File: src/rtl/aqua_pkg.sv
// aqua_pkg: shared measurement width and the collector state encoding (db_estado values).
package aqua_pkg;
    localparam int MEDIDA_W = 12;
    typedef enum logic [3:0] {
        ST_OCIOSO        = 4'd0,
        ST_DISPARA       = 4'd1,
        ST_ESPERA        = 4'd2,
        ST_ARMAZENA      = 4'd3,
        ST_INTERVALO     = 4'd4,
        ST_ENTREGA       = 4'd5,
        ST_AGUARDA_CLASS = 4'd6,
        ST_FIM           = 4'd7,
        ST_ERRO          = 4'd8
    } estado_t;
endpackage

File: src/rtl/coletor_medidas_contador_sat.sv
// contador_sat: clearable saturating up-counter that flags when it equals a limit.
module contador_sat #(
    parameter int CNT_W = 24
) (
    input  logic             clock,
    input  logic             zera,
    input  logic             limpa_i,
    input  logic [CNT_W-1:0] limite_i,
    output logic             fim_o
);
    logic [CNT_W-1:0] cnt_q, cnt_d;
    always_comb cnt_d = limpa_i ? '0 : (&cnt_q ? cnt_q : cnt_q + 1'b1);
    always_ff @(posedge clock or posedge zera) begin
        if (zera) cnt_q <= '0;
        else      cnt_q <= cnt_d;
    end
    assign fim_o = cnt_q == limite_i;
endmodule

File: src/rtl/coletor_medidas.sv
// coletor_medidas: takes three spaced sensor readings, hands them to the classifier, reports done/timeout.
// Optional COLETOR_REPETE_DESCARTE_EN: repeat the whole sequence when the classifier asks to discard it.
module coletor_medidas
    import aqua_pkg::*;
#(
    parameter int TIMEOUT_CICLOS   = 1000000,
    parameter int INTERVALO_CICLOS = 50000,
    parameter int LATENCIA_CLASS   = 3,
    parameter int CNT_W            = 24
`ifdef COLETOR_REPETE_DESCARTE_EN
    , parameter int MAX_REPETICOES = 2
`endif
) (
    input  logic                clock,
    input  logic                zera,
    input  logic                medir,
    input  logic                pronto_sensor,
    input  logic [MEDIDA_W-1:0] dado_sensor,
    input  logic                fim_classificacao,
`ifdef COLETOR_REPETE_DESCARTE_EN
    input  logic                descartar_medida,
`endif
    output logic                inicia_sensor,
    output logic [MEDIDA_W-1:0] medida1,
    output logic [MEDIDA_W-1:0] medida2,
    output logic [MEDIDA_W-1:0] medida3,
    output logic                iniciar,
    output logic                ocupado,
    output logic                pronto,
    output logic                erro_timeout,
    output logic [3:0]          db_estado
);
    estado_t             estado_q, estado_d;
    logic [1:0]          idx_q, idx_d;
    logic [MEDIDA_W-1:0] med_q [3];
    logic [MEDIDA_W-1:0] med_d [3];
    logic                pronto_q, pronto_d, erro_q, erro_d, ocupado_q, fim_prev_q;
    logic                limpa, fim_cnt;
    logic [CNT_W-1:0]    limite;
`ifdef COLETOR_REPETE_DESCARTE_EN
    logic [7:0]          rep_q, rep_d;
`endif

    // One counter serves timeout, interval and classifier latency; only one is live per state.
    assign limpa  = estado_q inside {ST_DISPARA, ST_ARMAZENA, ST_ENTREGA};
    assign limite = (estado_q == ST_ESPERA)    ? CNT_W'(TIMEOUT_CICLOS - 1) :
                    (estado_q == ST_INTERVALO) ? CNT_W'(INTERVALO_CICLOS - 1) :
                                                 CNT_W'(LATENCIA_CLASS - 1);

    contador_sat #(.CNT_W(CNT_W)) u_cnt (
        .clock    (clock),
        .zera     (zera),
        .limpa_i  (limpa),
        .limite_i (limite),
        .fim_o    (fim_cnt)
    );

    always_comb begin
        estado_d = estado_q;
        idx_d    = idx_q;
        med_d    = med_q;
        pronto_d = pronto_q;
        erro_d   = erro_q;
`ifdef COLETOR_REPETE_DESCARTE_EN
        rep_d    = rep_q;
`endif
        case (estado_q)
            ST_OCIOSO, ST_FIM, ST_ERRO: if (medir) begin
                pronto_d = 1'b0;
                erro_d   = 1'b0;
                idx_d    = '0;
`ifdef COLETOR_REPETE_DESCARTE_EN
                rep_d    = '0;
`endif
                estado_d = ST_DISPARA;
            end
            ST_DISPARA:   estado_d = ST_ESPERA;
            ST_ESPERA: if (pronto_sensor) begin
                med_d[idx_q] = dado_sensor;
                estado_d     = ST_ARMAZENA;
            end else if (fim_cnt) begin
                erro_d   = 1'b1;
                estado_d = ST_ERRO;
            end
            ST_ARMAZENA: begin
                idx_d    = (idx_q == 2'd2) ? idx_q : idx_q + 1'b1;
                estado_d = (idx_q == 2'd2) ? ST_ENTREGA : ST_INTERVALO;
            end
            ST_INTERVALO: estado_d = fim_cnt ? ST_DISPARA : ST_INTERVALO;
            ST_ENTREGA:   estado_d = ST_AGUARDA_CLASS;
            ST_AGUARDA_CLASS: if ((fim_classificacao && !fim_prev_q) || fim_cnt) begin
`ifdef COLETOR_REPETE_DESCARTE_EN
                if (descartar_medida && rep_q < 8'(MAX_REPETICOES)) begin
                    rep_d    = rep_q + 1'b1;
                    idx_d    = '0;
                    estado_d = ST_DISPARA;
                end else begin
                    pronto_d = 1'b1;
                    estado_d = ST_FIM;
                end
`else
                pronto_d = 1'b1;
                estado_d = ST_FIM;
`endif
            end
            default:      estado_d = ST_OCIOSO;
        endcase
    end

    always_ff @(posedge clock or posedge zera) begin
        if (zera) begin
            estado_q   <= ST_OCIOSO;
            idx_q      <= '0;
            med_q      <= '{default: '0};
            pronto_q   <= 1'b0;
            erro_q     <= 1'b0;
            ocupado_q  <= 1'b0;
            fim_prev_q <= 1'b0;
`ifdef COLETOR_REPETE_DESCARTE_EN
            rep_q      <= '0;
`endif
        end else begin
            estado_q   <= estado_d;
            idx_q      <= idx_d;
            med_q      <= med_d;
            pronto_q   <= pronto_d;
            erro_q     <= erro_d;
            ocupado_q  <= !(estado_d inside {ST_OCIOSO, ST_FIM, ST_ERRO});
            fim_prev_q <= fim_classificacao;
`ifdef COLETOR_REPETE_DESCARTE_EN
            rep_q      <= rep_d;
`endif
        end
    end

    assign inicia_sensor = estado_q == ST_DISPARA;
    assign iniciar       = estado_q == ST_ENTREGA;
    assign medida1       = med_q[0];
    assign medida2       = med_q[1];
    assign medida3       = med_q[2];
    assign ocupado       = ocupado_q;
    assign pronto        = pronto_q;
    assign erro_timeout  = erro_q;
    assign db_estado     = estado_q;
endmodule

File: config.mk
export PLATFORM = sky130hd
export DESIGN_NAME = coletor_medidas
export DESIGN_NICKNAME = d
export VERILOG_FILES = /design/src/rtl/aqua_pkg.sv /design/src/rtl/coletor_medidas_contador_sat.sv /design/src/rtl/coletor_medidas.sv
export SDC_FILE = /design/constraint.sdc
export NUM_CORES = 1
export LEC_CHECK = 0
export CAP_MARGIN = 0
export CORE_MARGIN = 10
export CORE_UTILIZATION = 25
export CTS_BUF_LIST = sky130_fd_sc_hd__clkbuf_2 sky130_fd_sc_hd__clkbuf_4 sky130_fd_sc_hd__clkbuf_8
export DETAILED_ROUTE_END_ITERATION = 16
export PLACE_DENSITY = 0.41
export SLEW_MARGIN = 40
export SYNTH_ARGS = -nofsm -noshare
export SYNTH_HDL_FRONTEND = slang
export SYNTH_SLANG_ARGS = --single-unit
File: constraint.sdc
create_clock -name clock -period 4 [get_ports clock]
set_clock_uncertainty 0.2 [all_clocks]
set_input_delay 0.4 -clock clock [delete_from_list [all_inputs] [get_ports clock]]
set_output_delay 0.4 -clock clock [all_outputs]
set_load 0.005 [all_outputs]
==> out/metrics.yaml <==
clock_sinks: 70
syn-cell-area_um2: 3570
die_w_um: 140
layoutNonFillerInstCount: 575
ys_top_cells_by_count: "70 x dfrtp_1, 36 x mux2_2, 27 x nand2_1"
ys_top_cells_by_area: "dfrtp_1 49%, mux2_2 11%, nand2_1 2.8%, nand3_1 2.5%, a21oi_1 2.0%"
rows: 43
die_h_um: 140
ant_nets: 0
vias_per_cell: 4.87
cts_setup_buffers: 0
cts.clk_slew.worst_paths_ns: 0.08
placed_cells: 559
start_util_pct: 25.6
synthArstFlopShare_pct: 100
rsz0062_at_grt: "false"
final-setup-viol-count: 0
cp_data_required_time_ns: 4.06
place_ws_ns: 1.06
clk_latency_ns: 0.37
cp_top_family: "simple AND/OR/NAND/NOR gates"
cts_resized: 0
wirelength_um: 9520
diodes: 0
cts_tree: "built"
path_buf_inv: 0
total_power_mw: 2.83
synth-edff-count: 0
synth.net_count: 351
htreeDepth: 3
hold_viol_final: 0
num_vias: 2801
drc_errors: 0
area_growth_pct: 27.3
root_buffer: "clkbuf_8"
post-synth-top-count-cell: "dfrtp_1"
io_pins: 62
p_leak_nw: 1.89
dieArea_um2: 19500
layout_setup_ws_ns: 1.09
hold_class: "primary input to asynchronous set/reset pin"
fillers: 1421
drtIter0Drc: 144
crit_fanout: 21
final.min_clock_period_ns: 2.91
antenna_found_initial: 0
drt_pass1_iterations: 4
slowest_delay_ns: 0.74
setup.worst_path.class: "register to register"
synth_cell_type_count: 57
power_density_nw_per_um2: 622
synth.avg_cell_area_um2: 10.8
vdd_drop_max_mv: 0.198
cp.arrival_ns: 2.96
synth_seq_area_share_pct: 49.1
final_nets: 411
ys_seq_elements: 70
fmax_mhz: 344
worst_setup_path_end_kind: "register"
grt_max_degree: 31
drv_slew: 0
cts_hold_buf: 0
dpl.hpwl_um: 6690
crit_path_cell_trace: "nor4b_1, nand3_1, mux2_2"
cts_max_path_buffers: 2
crit_start: "db_estado[1]"
coreArea_um2: 13900
max_cap_violations: 0
r2r_start: "db_estado[1]"
grt_pass1_wl_um: 15900
status: "complete, no violations"
finalSetupTns_ns: 0
grt_usage_pct: 10.0
gr-total-overflow: 0
port_buffers: 61
synth_top_area_share_pct: 49.1
synth_largest_area_cell: "dfrtp_1"
max_slew_margin_pct: 50.2
place.gp.congestion: 0.758
worstSetupStartpointType: "register"
worst_pin_slew_ns: 0.745
grt_pass1_vias: 2908
layout-drive-gt1-share_pct: 21.3
synthCells: 330
wl_per_cell_um: 16.6
yosysWarnings: 0
cts_buffers: 9
slowest_stage: "dfrtp_1"
period_share_pct: 72.6
ys.flop_type: "dfrtp_1"
[where the power goes]
part	internal (mW)	leakage (nW)	switching, mW	total [mW]
registers	0.925	0.926	0.179	1.10
clock network	0.244	0.0849	0.304	0.548
logic	0.679	0.877	0.498	1.18
total	1.85	1.89	0.981	2.83
[worst register-to-register path, stage by stage, from the launching register on]
cell     delay [ns]
dfrtp_1        0.74
nor4b_1        0.65
nand3_1        0.70
mux2_2         0.50
[cell families after synthesis]
kind of cell / share of synthesized area (%)
fa+ha+maj: 1.40
mux: 11.9
compound gates: 13.8
simple gates: 19.6
flops: 49.1
buf+inv: 3.19
xor+xnor: 0.981
[state kept, by name, summed over array words and instances (netlist names), 2 cells and up]
name / flops
medida1: 12
db_estado: 4
u_cnt.cnt_q: 24
medida3: 12
idx_q: 2
medida2: 12
[layer usage]
| metal | track usage (%) | up-vias | routed length [um] |
|---|---|---|---|
| li1 | - | 1349 | - |
| met1 | 11.9 | 1399 | 4380 |
| met2 | 16.2 | 38 | 4530 |
| met3 | 2.69 | 15 | 382 |
| met4 | 5.55 | 0 | 235 |
| met5 | 0 | - | 0 |
[final cells by class]
cell class / instances / area (um^2) / share of cell area [%]
Clock buffer: 10 / 138 / 3.03
Clock inverter: 6 / 45.0 / 0.991
Inverter: 6 / 22.5 / 0.495
Multi-Input combinational cell: 236 / 1710 / 37.5
Sequential cell: 70 / 1750 / 38.5
Tap cell: 180 / 225 / 4.95
Timing Repair Buffer: 67 / 659 / 14.5
[cells in the final DEF (no fill, tap or decap), types with 7 or more instances in the layout]
cell type | Yosys | layout
or3_1 | 11 | 11
o21ai_0 | 8 | 8
mux2_2 | 36 | 36
o21ai_1 | 8 | 8
nand2_1 | 27 | 27
nor3_1 | 7 | 7
or4_1 | 7 | 7
nand3_1 | 18 | 18
a21oi_2 | 8 | 8
o31ai_1 | 7 | 7
clkbuf_8 | 0 | 10
clkdlybuf4s50_1 | 0 | 61
a21oi_1 | 14 | 14
nor2_1 | 18 | 18
dfrtp_1 | 70 | 70
[final timing paths]
check	to	slack (ns)	cells past startpoint
setup reg to reg	medida3[6]	1.09	3
hold / removal	medida1[8]	0.16	2
setup / recovery	medida3[6]	1.09	3
hold reg to reg	medida3[11]	0.31	1
min in group clock	medida3[11]	0.31	1
max in group asynchronous	u_cnt.cnt_q[20]	2.64	3
[stage by stage]
| step | cell area (um^2) | utilization [%] | hold slack [ns] |
|---|---|---|---|
| 4_1_cts | 4550 | 32.6 | 0.151 |
| 3_5_place_dp | 4360 | 31.3 | 0.294 |
| 2_1_floorplan | 3570 | - | 0.231 |
| 6_report | 4550 | 32.6 | 0.155 |
| 5_1_grt | 4550 | 32.6 | 0.175 |
| 3_3_place_gp | 4350 | 31.2 | 0.289 |
Note: power is estimated with default switching activity, not from simulation.
